**src/rtl/control_reloj_config.sv**
```systemverilog
// Time/date/countdown keeper with a pushbutton configuration FSM.
// Feeds registered BCD digits, weekday, edit mode and cursor to the clock frame generator.
`timescale 1ns / 1ps
module control_reloj_config #(
  parameter int unsigned TIMER_HH_MAX = 23
) (
  input  logic       clk,
  input  logic       reset,
  input  logic       tick_1hz,
  input  logic       btn_config,
  input  logic       btn_up,
  input  logic       btn_down,
  input  logic       btn_left,
  input  logic       btn_right,
  output logic [3:0] digit0_HH,
  output logic [3:0] digit1_HH,
  output logic [3:0] digit0_MM,
  output logic [3:0] digit1_MM,
  output logic [3:0] digit0_SS,
  output logic [3:0] digit1_SS,
  output logic [3:0] digit0_DAY,
  output logic [3:0] digit1_DAY,
  output logic [3:0] digit0_MES,
  output logic [3:0] digit1_MES,
  output logic [3:0] digit0_YEAR,
  output logic [3:0] digit1_YEAR,
  output logic [3:0] digit0_HH_T,
  output logic [3:0] digit1_HH_T,
  output logic [3:0] digit0_MM_T,
  output logic [3:0] digit1_MM_T,
  output logic [3:0] digit0_SS_T,
  output logic [3:0] digit1_SS_T,
  output logic       AM_PM,
  output logic [2:0] dia_semana,
  output logic       funcion,
  output logic [1:0] cursor_location,
  output logic [1:0] config_grupo,
  output logic       timer_fin
);

  localparam logic [1:0] StNormal = 2'b00;
  localparam logic [1:0] StHora   = 2'b01;
  localparam logic [1:0] StFecha  = 2'b10;
  localparam logic [1:0] StTimer  = 2'b11;

  localparam logic [1:0] CurHi  = 2'b10;
  localparam logic [1:0] CurMid = 2'b01;
  localparam logic [1:0] CurLo  = 2'b00;
  localparam logic [1:0] CurDow = 2'b11;

  localparam logic [6:0] TimerHhMax = 7'(TIMER_HH_MAX);

  function automatic logic [4:0] days_in_month(input logic [3:0] m, input logic [6:0] y);
    logic [4:0] dim;
    case (m)
      4'd2:                    dim = (y[1:0] == 2'b00) ? 5'd29 : 5'd28;
      4'd4, 4'd6, 4'd9, 4'd11: dim = 5'd30;
      default:                 dim = 5'd31;
    endcase
    return dim;
  endfunction

  function automatic logic [7:0] to_bcd(input logic [6:0] b);
    logic [6:0] tens;
    logic [6:0] units;
    tens  = b / 7'd10;
    units = b - tens * 7'd10;
    return {tens[3:0], units[3:0]};
  endfunction

  function automatic logic [6:0] step_wrap(input logic [6:0] v, input logic [6:0] lo,
                                           input logic [6:0] hi, input logic up);
    if (up) return (v >= hi) ? lo : v + 7'd1;
    return (v <= lo) ? hi : v - 7'd1;
  endfunction

  logic [3:0] hh_q, hh_d;
  logic [5:0] mm_q, mm_d, ss_q, ss_d;
  logic       ampm_q, ampm_d;
  logic [4:0] day_q, day_d;
  logic [3:0] mes_q, mes_d;
  logic [6:0] year_q, year_d;
  logic [2:0] dow_q, dow_d;
  logic [6:0] hht_q, hht_d;
  logic [5:0] mmt_q, mmt_d, sst_q, sst_d;
  logic [1:0] state_q, state_d;
  logic [1:0] cursor_q, cursor_d;
  logic       fin_q, fin_d;

  logic       do_cfg, do_left, do_right, do_up, do_down, any_btn, edit;
  logic       day_carry, timer_nz;
  logic [4:0] dim_cur, dim_new;
  logic [3:0] mes_new;
  logic [6:0] year_new;

  assign dim_cur = days_in_month(mes_q, year_q);

  always_comb begin
    hh_d      = hh_q;
    mm_d      = mm_q;
    ss_d      = ss_q;
    ampm_d    = ampm_q;
    day_d     = day_q;
    mes_d     = mes_q;
    year_d    = year_q;
    dow_d     = dow_q;
    hht_d     = hht_q;
    mmt_d     = mmt_q;
    sst_d     = sst_q;
    state_d   = state_q;
    cursor_d  = cursor_q;
    fin_d     = fin_q;
    day_carry = 1'b0;
    mes_new   = mes_q;
    year_new  = year_q;
    dim_new   = dim_cur;

    // Fixed priority: exactly one button acts per cycle.
    do_cfg   = btn_config;
    do_left  = !btn_config && btn_left;
    do_right = !btn_config && !btn_left && btn_right;
    do_up    = !btn_config && !btn_left && !btn_right && btn_up;
    do_down  = !btn_config && !btn_left && !btn_right && !btn_up && btn_down;
    any_btn  = btn_config | btn_left | btn_right | btn_up | btn_down;
    edit     = (do_up || do_down) && (state_q != StNormal);
    timer_nz = (hht_q != 7'd0) || (mmt_q != 6'd0) || (sst_q != 6'd0);

    if (tick_1hz && (state_q != StHora)) begin
      if (ss_q == 6'd59) begin
        ss_d = 6'd0;
        if (mm_q == 6'd59) begin
          mm_d = 6'd0;
          if (hh_q == 4'd12) begin
            hh_d = 4'd1;
          end else begin
            hh_d = hh_q + 4'd1;
            if (hh_q == 4'd11) begin
              ampm_d    = !ampm_q;
              day_carry = ampm_q;
            end
          end
        end else begin
          mm_d = mm_q + 6'd1;
        end
      end else begin
        ss_d = ss_q + 6'd1;
      end
    end

    // While the date is being edited the carry is dropped; the edit owns those fields.
    if (day_carry && (state_q != StFecha)) begin
      dow_d = (dow_q == 3'd6) ? 3'd0 : dow_q + 3'd1;
      if (day_q >= dim_cur) begin
        day_d = 5'd1;
        if (mes_q == 4'd12) begin
          mes_d  = 4'd1;
          year_d = (year_q == 7'd99) ? 7'd0 : year_q + 7'd1;
        end else begin
          mes_d = mes_q + 4'd1;
        end
      end else begin
        day_d = day_q + 5'd1;
      end
    end

    if (any_btn) fin_d = 1'b0;
    if (tick_1hz && (state_q != StTimer) && timer_nz) begin
      if (sst_q != 6'd0) begin
        sst_d = sst_q - 6'd1;
      end else begin
        sst_d = 6'd59;
        if (mmt_q != 6'd0) begin
          mmt_d = mmt_q - 6'd1;
        end else begin
          mmt_d = 6'd59;
          hht_d = hht_q - 7'd1;
        end
      end
      if ((hht_q == 7'd0) && (mmt_q == 6'd0) && (sst_q == 6'd1)) fin_d = 1'b1;
    end

    if (do_cfg) begin
      state_d  = state_q + 2'd1;
      cursor_d = (state_q == StTimer) ? CurLo : CurHi;
    end else if (state_q != StNormal) begin
      if (do_right) begin
        unique case (cursor_q)
          CurHi:  cursor_d = CurMid;
          CurMid: cursor_d = CurLo;
          CurLo:  cursor_d = (state_q == StFecha) ? CurDow : CurHi;
          CurDow: cursor_d = CurHi;
        endcase
      end else if (do_left) begin
        unique case (cursor_q)
          CurHi:  cursor_d = (state_q == StFecha) ? CurDow : CurLo;
          CurMid: cursor_d = CurHi;
          CurLo:  cursor_d = CurMid;
          CurDow: cursor_d = CurLo;
        endcase
      end
    end

    if (edit) begin
      unique case (state_q)
        StNormal: ;
        StHora: begin
          unique case (cursor_q)
            CurHi: begin
              hh_d = 4'(step_wrap({3'b0, hh_q}, 7'd1, 7'd12, do_up));
              if ((do_up && hh_q == 4'd11) || (do_down && hh_q == 4'd12)) ampm_d = !ampm_q;
            end
            CurMid: mm_d = 6'(step_wrap({1'b0, mm_q}, 7'd0, 7'd59, do_up));
            CurLo:  ss_d = 6'(step_wrap({1'b0, ss_q}, 7'd0, 7'd59, do_up));
            CurDow: ;
          endcase
        end
        StFecha: begin
          unique case (cursor_q)
            CurHi: day_d = 5'(step_wrap({2'b0, day_q}, 7'd1, {2'b0, dim_cur}, do_up));
            CurMid: begin
              mes_new = 4'(step_wrap({3'b0, mes_q}, 7'd1, 7'd12, do_up));
              dim_new = days_in_month(mes_new, year_q);
              mes_d   = mes_new;
              day_d   = (day_q > dim_new) ? dim_new : day_q;
            end
            CurLo: begin
              year_new = step_wrap(year_q, 7'd0, 7'd99, do_up);
              dim_new  = days_in_month(mes_q, year_new);
              year_d   = year_new;
              day_d    = (day_q > dim_new) ? dim_new : day_q;
            end
            CurDow: dow_d = 3'(step_wrap({4'b0, dow_q}, 7'd0, 7'd6, do_up));
          endcase
        end
        StTimer: begin
          unique case (cursor_q)
            CurHi:  hht_d = step_wrap(hht_q, 7'd0, TimerHhMax, do_up);
            CurMid: mmt_d = 6'(step_wrap({1'b0, mmt_q}, 7'd0, 7'd59, do_up));
            CurLo:  sst_d = 6'(step_wrap({1'b0, sst_q}, 7'd0, 7'd59, do_up));
            CurDow: ;
          endcase
        end
      endcase
    end
  end

  always_ff @(posedge clk or posedge reset) begin
    if (reset) begin
      hh_q     <= 4'd12;
      mm_q     <= 6'd0;
      ss_q     <= 6'd0;
      ampm_q   <= 1'b0;
      day_q    <= 5'd1;
      mes_q    <= 4'd1;
      year_q   <= 7'd0;
      dow_q    <= 3'd5;
      hht_q    <= 7'd0;
      mmt_q    <= 6'd0;
      sst_q    <= 6'd0;
      state_q  <= StNormal;
      cursor_q <= CurLo;
      fin_q    <= 1'b0;
      funcion  <= 1'b0;
      {digit1_HH, digit0_HH}     <= 8'h12;
      {digit1_MM, digit0_MM}     <= 8'h00;
      {digit1_SS, digit0_SS}     <= 8'h00;
      {digit1_DAY, digit0_DAY}   <= 8'h01;
      {digit1_MES, digit0_MES}   <= 8'h01;
      {digit1_YEAR, digit0_YEAR} <= 8'h00;
      {digit1_HH_T, digit0_HH_T} <= 8'h00;
      {digit1_MM_T, digit0_MM_T} <= 8'h00;
      {digit1_SS_T, digit0_SS_T} <= 8'h00;
    end else begin
      hh_q     <= hh_d;
      mm_q     <= mm_d;
      ss_q     <= ss_d;
      ampm_q   <= ampm_d;
      day_q    <= day_d;
      mes_q    <= mes_d;
      year_q   <= year_d;
      dow_q    <= dow_d;
      hht_q    <= hht_d;
      mmt_q    <= mmt_d;
      sst_q    <= sst_d;
      state_q  <= state_d;
      cursor_q <= cursor_d;
      fin_q    <= fin_d;
      funcion  <= (state_d != StNormal);
      {digit1_HH, digit0_HH}     <= to_bcd({3'b0, hh_d});
      {digit1_MM, digit0_MM}     <= to_bcd({1'b0, mm_d});
      {digit1_SS, digit0_SS}     <= to_bcd({1'b0, ss_d});
      {digit1_DAY, digit0_DAY}   <= to_bcd({2'b0, day_d});
      {digit1_MES, digit0_MES}   <= to_bcd({3'b0, mes_d});
      {digit1_YEAR, digit0_YEAR} <= to_bcd(year_d);
      {digit1_HH_T, digit0_HH_T} <= to_bcd(hht_d);
      {digit1_MM_T, digit0_MM_T} <= to_bcd({1'b0, mmt_d});
      {digit1_SS_T, digit0_SS_T} <= to_bcd({1'b0, sst_d});
    end
  end

  assign AM_PM           = ampm_q;
  assign dia_semana      = dow_q;
  assign cursor_location = cursor_q;
  assign config_grupo    = state_q;
  assign timer_fin       = fin_q;

endmodule

```
**config.mk**
```make
export PLATFORM = sky130hd
export DESIGN_NAME = control_reloj_config
export DESIGN_NICKNAME = d
export VERILOG_FILES = /design/src/rtl/control_reloj_config.sv
export SDC_FILE = /design/constraint.sdc
export NUM_CORES = 1
export LEC_CHECK = 0
export ABC_AREA = 1
export CAP_MARGIN = 20
export CORE_ASPECT_RATIO = 1.75
export CORE_MARGIN = 2
export CORE_UTILIZATION = 55
export CTS_BUF_LIST = sky130_fd_sc_hd__clkbuf_16
export DETAILED_ROUTE_END_ITERATION = 12
export PLACE_DENSITY = 0.86
export SLEW_MARGIN = 5
export SYNTH_ARGS = -nofsm -noshare
export SYNTH_HDL_FRONTEND = slang
export SYNTH_SLANG_ARGS = --single-unit
```
**constraint.sdc**
```tcl
create_clock -name clk -period 11.8 [get_ports clk]
set_input_delay 1.18 -clock clk [delete_from_list [all_inputs] [get_ports clk]]
set_output_delay 1.18 -clock clk [all_outputs]
set_load 0.02 [all_outputs]
```
==> out/qor.log, run 1 <==
INFO  timing         fmax=0.157GHz
INFO  timing         finClkSkew=11.3ps
INFO  logic_synthesis mappedNetlistArea=9640µm²
INFO  clock_network  cts.hold.buffers_added=0
INFO  clock_network  numClockSinks=112
INFO  logic_synthesis synth_compound_gate_area_share=14.8%
INFO  power          static-leakage-power=5.38nW
INFO  logic_synthesis mux_share_of_post_synthesis_cell_area=0.104%
INFO  logic_synthesis ys_async_sr_fraction=100%
INFO  logic_synthesis synthDominantAreaCellType=sky130_fd_sc_hd__dfrtp_1
INFO  timing         maxSlewHeadroom=41.3%
INFO  floorplan      num_rows=64
INFO  logic_synthesis synth-xor-area-share=5.27%
INFO  logic_synthesis synth_top_family_by_area=simple AND/OR/NAND/NOR gates
INFO  floorplan      die-area=18,700µm²
INFO  critical_path  crit_path_max_fanout=39
INFO  logic_synthesis synthCells=1,314
INFO  logic_synthesis ys.flop_type=sky130_fd_sc_hd__dfrtp_1
INFO  run            drv.max_cap_violation_count=0
INFO  status         outcome=completed
INFO  route          drt_first_pass_iters=5
INFO  logic_synthesis synth_simple_gate_area_share=27.6%
INFO  floorplan      placeableCoreArea=17,300µm²
INFO  critical_path  path_common_cell=sky130_fd_sc_hd__nand2_1
INFO  route          detail_route.wirelength=22.9mm
INFO  global_routing number_of_global_route_vias_before_repair=8,697
INFO  timing         post-route-min-period=6380ps
INFO  critical_path  timing.critical_path.to_type=flip-flop
INFO  global_routing grt_antenna_before_repair=1
INFO  clock_network  cts.reportedPaths.clkPinSlew=80ps
INFO  logic_synthesis synth.most_common_cell=sky130_fd_sc_hd__nand2_1
INFO  placed_design  place_worst_setup_slack=5140ps
INFO  layout         drive_gt1_share=11.7%
INFO  critical_path  slowest_delay=640ps
INFO  logic_synthesis yosys.area.top_type_share=27.0%
INFO  critical_path  cp_slowest_cell=sky130_fd_sc_hd__inv_2
INFO  layout         finalNetCount=1,460
INFO  clock_network  clk_path_buf_depth=2
INFO  timing         grt_setup_unrepaired=no
INFO  placed_design  placedCellCount=1,595
INFO  critical_path  worst-setup-path-type=input port to flip-flop
INFO  global_routing grt_start_max_net_pins=58
INFO  global_routing grt_usage=24.9%
INFO  floorplan      floorplan.initialDensity=55.8%
INFO  clock_network  postCtsSetupBuffers=0
INFO  layout         multiInputGateArea=5660µm²
INFO  route          route.antenna.remaining_nets=0
INFO  timing         max_slew.worst_pin.slew=873ps
INFO  logic_synthesis yosys_register_bits=112
INFO  route          vias_per_cell=5.48
INFO  timing         final_min_period_over_clock_period=54.0%
INFO  logic_synthesis synthDistinctLibCells=59
INFO  layout         seq_area=2810µm²
INFO  worst_hold_path hold_class=flip-flop to flip-flop
INFO  global_routing grt_pass1_wl=38.0mm
INFO  floorplan      die_w=104µm
INFO  route          drt_iter0_drc=463
INFO  logic_synthesis ys_seq_area_share=29.2%
INFO  clock_network  clock_latency=370ps
INFO  timing         final_hold_violating_endpoints=0
INFO  floorplan      top_level_port_count=90
INFO  layout         instances_no_fill=1,611
INFO  clock_network  ctsRootBufferMaster=sky130_fd_sc_hd__clkbuf_16
INFO  route          drt-wirelength-per-cell=14.2µm
INFO  clock_network  cts_htree_levels=3
INFO  logic_synthesis synth_enable_flop_cells=0
INFO  logic_synthesis synthesis.yosys.warnings=0
INFO  placed_design  finalWeightedCongestion=0.964
INFO  floorplan      vert_die_dim=179µm
INFO  logic_synthesis netlist_top_cells_count=sky130_fd_sc_hd__nand2_1 (271), sky130_fd_sc_hd__inv_1 (208), sky130_fd_sc_hd__dfrtp_1 (104), sky130_fd_sc_hd__o21ai_0 (101), sky130_fd_sc_hd__nand3_1 (82)
INFO  clock_network  cts_buffers=9
INFO  layout         area_delta_synth_final=11.4%
INFO  global_routing grt_overflow_total=0
INFO  power          irDropWorstVdd=0.205mV
INFO  power          cellPowerDensity=271nW/µm²
INFO  logic_synthesis synthesis.area_per_instance=7.34µm²
INFO  critical_path  required=12,090ps
INFO  clock_network  tritoncts_clock_tree=done
INFO  critical_path  arrival=6670ps
INFO  logic_synthesis netlist_top_cells_area=sky130_fd_sc_hd__dfrtp_1 (27%), sky130_fd_sc_hd__nand2_1 (11%), sky130_fd_sc_hd__ha_1 (9.1%)
INFO  route          num_vias=8,825
INFO  layout         fillcell_total=1,546
INFO  timing         layout_setup_ws=5420ps
INFO  placed_design  buffer_ports.inserted=77
INFO  route          detail_route.drc_violations=0
INFO  timing         timing.final.setup_violations=0
INFO  critical_path  setup.worst_path.start_class=input port
INFO  timing         finalSetupTns=0ps
INFO  logic_synthesis post_synth_fa_ha_maj_area_fraction=10.5%
INFO  layout         layout.core_utilization=62.1%
INFO  placed_design  hpwl=17.7mm
INFO  clock_network  cts_resized=0
INFO  timing         maxSlewViolCount=0
==> final cells by class <==
cell class                 count  share of cell area (%)
antenna                        1                  0.0233
clock buffer                   9                    2.10
clock inverter                 6                   0.361
inverter                     246                    8.71
multi-input combinational    928                    52.7
sequential                   112                    26.2
tap                          231                    2.69
timing repair buffer          78                    7.24
==> final timing paths <==
kind                                           from                  endpoint  slack, ps  depth (start not counted)
worst max-delay path                     btn_config   digit0_DAY[3]$_DFF_PP0_       5420                         33
worst min-delay path            timer_fin$_DFF_PP0_       timer_fin$_DFF_PP0_        570                          2
worst max register to register   mes_q[0]$_DFF_PP1_  digit0_YEAR[3]$_DFF_PP0_       6080                         35
worst min register to register  timer_fin$_DFF_PP0_       timer_fin$_DFF_PP0_        570                          2
max in group asynchronous                     reset  digit0_HH_T[3]$_DFF_PP0_       9340                          3
min in group asynchronous                     reset  digit0_SS_T[1]$_DFF_PP0_       1270                          2
==> through the flow <==
stage	hold WS, ps	power [mW]	instance area (µm²)
after global placement	526	2.55	10500
final	567	2.91	10700
after detailed placement	535	2.62	10500
after global routing	592	3.21	10700
after CTS	560	2.92	10700
after floorplan	550	2.14	9680
==> state kept, by name, summed over array words and instances, names as in the netlist, 4 cells and up <==
register	flops
year_q	7
mm_q	6
hht_q	7
hh_q	4
day_q	5
digit1_YEAR	4
sst_q	6
mes_q	4
digit1_HH_T	4
mmt_q	6
ss_q	6
==> where the power goes <==
| part | internal, mW | switching [mW] | total, mW |
|---|---|---|---|
| clock network | 0.141 | 0.144 | 0.285 |
| logic | 0.742 | 1.19 | 1.93 |
| registers | 0.553 | 0.147 | 0.700 |
| total | 1.44 | 1.48 | 2.91 |
==> worst max-delay path, delay by kind of cell <==
family,cells,cell delay (ps)
AOI/OAI and AO/OA,6,880
xor gates and xnor gates,2,360
adders and majority gates,4,1020
buffers and inverters,7,1600
and+or+nand+nor,14,1620
==> kinds of logic after synthesis <==
| kind of cell | after synthesis |
|---|---|
| AO/OA/AOI/OAI | 236 |
| other | 1 |
| multiplexers | 1 |
| buffers and inverters | 285 |
| AND/OR/NAND/NOR | 544 |
| XOR/XNOR | 58 |
| adder cells (fa/ha/maj) | 77 |
| flip-flops | 112 |
==> cell usage in the layout (no fill, tap or decap), drive strengths merged, types with 2 or more instances in the layout <==
cell           count
nand3b             2
or2                4
nor2              97
a22oi              3
nand3             96
dfstp              8
a32o               2
ha                70
nand2            309
xor2              48
o211ai            19
nor3              15
dfrtp            104
inv              245
nand4             16
clkbuf             9
clkdlybuf4s50     77
clkinvlp           4
o31ai              2
clkinv             3
o22ai             13
nor3b              2
conb              12
o21ai            131
a21oi             53
and3               2
xnor2             10
o221ai             5
a31oi              4
fa                 7
==> layer usage <==
layer	global-route usage (%)	share of wire [%]	vias up
met2	48.2	54	286
met3	3.31	4.4	89
met5	0	0	-
met4	16.8	5.5	0
li1	-	-	4296
met1	24.4	36	4154
(Power assumes the default switching activity.)
==> run 2, diff against run 1 <==
==> constraint.sdc (replaced) <==
create_clock -name clk -period 5.9 [get_ports clk]
set_input_delay 0.59 -clock clk [delete_from_list [all_inputs] [get_ports clk]]
set_output_delay 0.59 -clock clk [all_outputs]
set_load 0.02 [all_outputs]
==> run 2 against run 1 <==
Power increased by 100%. Non-clock buffer count increased by 7. Die area unchanged. Largest cell class unchanged. Largest power group unchanged.
==> out/qor.log, run 2 (synthesized netlist as in run 1, its figures left out) <==
INFO  timing         timing.final.setup_violations=0
INFO  route          detail_route.drc_violations=0
INFO  clock_network  ctsRootBufferMaster=sky130_fd_sc_hd__clkbuf_16
INFO  global_routing grt_antenna_before_repair=1
INFO  timing         final_hold_violating_endpoints=0
INFO  layout         drive_gt1_share=12.0%
INFO  power          cellPowerDensity=546nW/µm²
INFO  worst_hold_path timing.hold.worst_path_depth=1
INFO  timing         grt_setup_unrepaired=no
INFO  clock_network  clk_path_buf_depth=2
INFO  critical_path  timing.critical_path.to_type=flip-flop
INFO  timing         fmax=0.186GHz
INFO  global_routing grt_start_max_net_pins=67
INFO  clock_network  cts_htree_levels=3
INFO  route          drt_first_pass_iters=7
INFO  critical_path  worst-setup-path-type=flip-flop to flip-flop
INFO  run            drv.max_cap_violation_count=0
INFO  status         outcome=completed
INFO  floorplan      die-area=18,700µm²
INFO  layout         multiInputGateArea=5660µm²
INFO  route          drt_iter0_drc=417
INFO  clock_network  cts_buffers=9
INFO  placed_design  hpwl=17.9mm
INFO  placed_design  place_worst_setup_slack=341ps
INFO  route          route.antenna.remaining_nets=0
INFO  route          num_vias=8,822
INFO  floorplan      placeableCoreArea=17,300µm²
INFO  critical_path  slowest_delay=600ps
INFO  timing         final_min_period_over_clock_period=91.2%
INFO  floorplan      top_level_port_count=90
INFO  power          irDropWorstVdd=0.379mV
INFO  clock_network  cts_resized=0
INFO  worst_hold_path timing.hold.worst_endpoint=AM_PM$_DFF_PP0_
INFO  global_routing number_of_global_route_vias_before_repair=8,595
INFO  floorplan      floorplan.initialDensity=55.8%
INFO  critical_path  cp_slowest_cell=sky130_fd_sc_hd__dfstp_2
INFO  layout         finalNetCount=1,467
INFO  critical_path  slack_of_the_worst_reg_to_reg_path=520ps
INFO  route          drt-wirelength-per-cell=14.2µm
INFO  timing         layout_setup_ws=517ps
INFO  critical_path  required=6160ps
INFO  worst_hold_path min-delay-start=AM_PM$_DFF_PP0_
INFO  critical_path  path_common_cell=sky130_fd_sc_hd__nand2_1
INFO  global_routing grt_usage=24.9%
INFO  timing         post-route-min-period=5380ps
INFO  clock_network  postCtsSetupBuffers=0
INFO  floorplan      vert_die_dim=179µm
INFO  timing         maxSlewHeadroom=42.3%
INFO  layout         biggestRegsByFlops=hht_q x7, year_q x7
INFO  critical_path  setup.worst_path.start_class=flip-flop
INFO  worst_hold_path hold_class=flip-flop to flip-flop
INFO  power          static-leakage-power=5.44nW
INFO  floorplan      die_w=104µm
INFO  critical_path  r2r-start=mes_q[0]$_DFF_PP1_
INFO  critical_path  worstPathBufferInverterCount=6
INFO  route          detail_route.wirelength=23.1mm
INFO  clock_network  numClockSinks=112
INFO  placed_design  finalWeightedCongestion=0.946
INFO  layout         layout_commonest_cell=sky130_fd_sc_hd__nand2_1
INFO  layout         final_cell_mix=sky130_fd_sc_hd__nand2_1 (271), sky130_fd_sc_hd__inv_1 (210), sky130_fd_sc_hd__dfrtp_1 (104), sky130_fd_sc_hd__o21ai_0 (101), sky130_fd_sc_hd__nand3_1 (82)
INFO  placed_design  buffer_ports.inserted=77
INFO  clock_network  tritoncts_clock_tree=done
INFO  floorplan      num_rows=64
INFO  layout         area_delta_synth_final=12.2%
INFO  timing         maxSlewViolCount=0
INFO  timing         finalSetupTns=0ps
INFO  layout         layout.core_utilization=62.5%
INFO  clock_network  cts.reportedPaths.clkPinSlew=70ps
INFO  clock_network  clock_latency=360ps
INFO  timing         finClkSkew=8.84ps
INFO  critical_path  arrival=5640ps
INFO  clock_network  cts.hold.buffers_added=0
INFO  critical_path  r2r_cells=36
INFO  power          power.total=5.91mW
INFO  global_routing grt_pass1_wl=38.1mm
INFO  route          vias_per_cell=5.45
INFO  global_routing grt_overflow_total=0
INFO  layout         fillcell_total=1,581
INFO  critical_path  crit_family=simple AND/OR/NAND/NOR gates
INFO  layout         seq_area=2810µm²
INFO  critical_path  crit_path_max_fanout=8
INFO  critical_path  worst_r2r_endpoint=digit0_YEAR[3]$_DFF_PP0_
INFO  timing         max_slew.worst_pin.slew=859ps
## run 2: changes by cell type in the layout (fill, tap and decap cells not counted), sizes merged
cell,before,now
clkinv,3,4
bufinv,0,1
buf,1,8
inv,245,247
clkinvlp,4,1
## run 2: area by class of cell
| cell class | count | area share (%) |
|---|---|---|
| clock buffers | 9 | 2.08 |
| well taps | 231 | 2.67 |
| inverters | 246 | 8.65 |
| clock inverters | 7 | 0.532 |
| diodes | 1 | 0.0231 |
| flip-flops and latches | 112 | 26.0 |
| multi-input cells | 928 | 52.4 |
| repair buffers | 85 | 7.68 |
## run 2: report_power, final
| group | internal (mW) | switching [mW] |
|---|---|---|
| Sequential | 1.11 | 0.290 |
| Combinational | 1.51 | 2.40 |
| Clock | 0.323 | 0.283 |
## run 2: worst register-to-register path: cells and delay by family (launching register included)
| kind | cells | cell delay [ps] |
|---|---|---|
| adder cells (fa/ha/maj) | 6 | 1420 |
| XOR/XNOR | 1 | 210 |
| AO/OA/AOI/OAI | 4 | 750 |
| flip-flops | 1 | 600 |
| AND/OR/NAND/NOR | 19 | 1860 |
| buffers and inverters | 6 | 420 |
## run 2: layer usage
metal / global-route usage, % / wire, µm
met2: 48.4 / 12400
met5: 0 / 0
met4: 14.4 / 1080
met1: 25.2 / 8580
met3: 3.27 / 955
## run 2: worst max-delay path by stage
stage                  startpoint                  endpoint  slack, ps  cells after the start
3_5_place_dp           btn_config   digit0_DAY[3]$_DFF_PP0_        340                     33
5_1_grt        mes_q[0]$_DFF_PP1_  digit0_YEAR[3]$_DFF_PP0_         70                     36
4_1_cts        mes_q[0]$_DFF_PP1_  digit0_YEAR[3]$_DFF_PP0_        510                     36
2_1_floorplan  mes_q[0]$_DFF_PP1_  digit0_YEAR[3]$_DFF_PP0_       1110                     35
3_3_place_gp           btn_config   digit0_DAY[3]$_DFF_PP0_        540                     33
6_report       mes_q[0]$_DFF_PP1_  digit0_YEAR[3]$_DFF_PP0_        520                     36
## run 2: metrics by stage
step / hold slack (ps) / cells / cell area [µm²]
4_1_cts: 558 / 1618 / 10800
3_3_place_gp: 554 / 1602 / 10500
2_1_floorplan: 550 / 1325 / 9680
6_report: 553 / 1619 / 10800
3_5_place_dp: 550 / 1602 / 10500
5_1_grt: 619 / 1619 / 10800
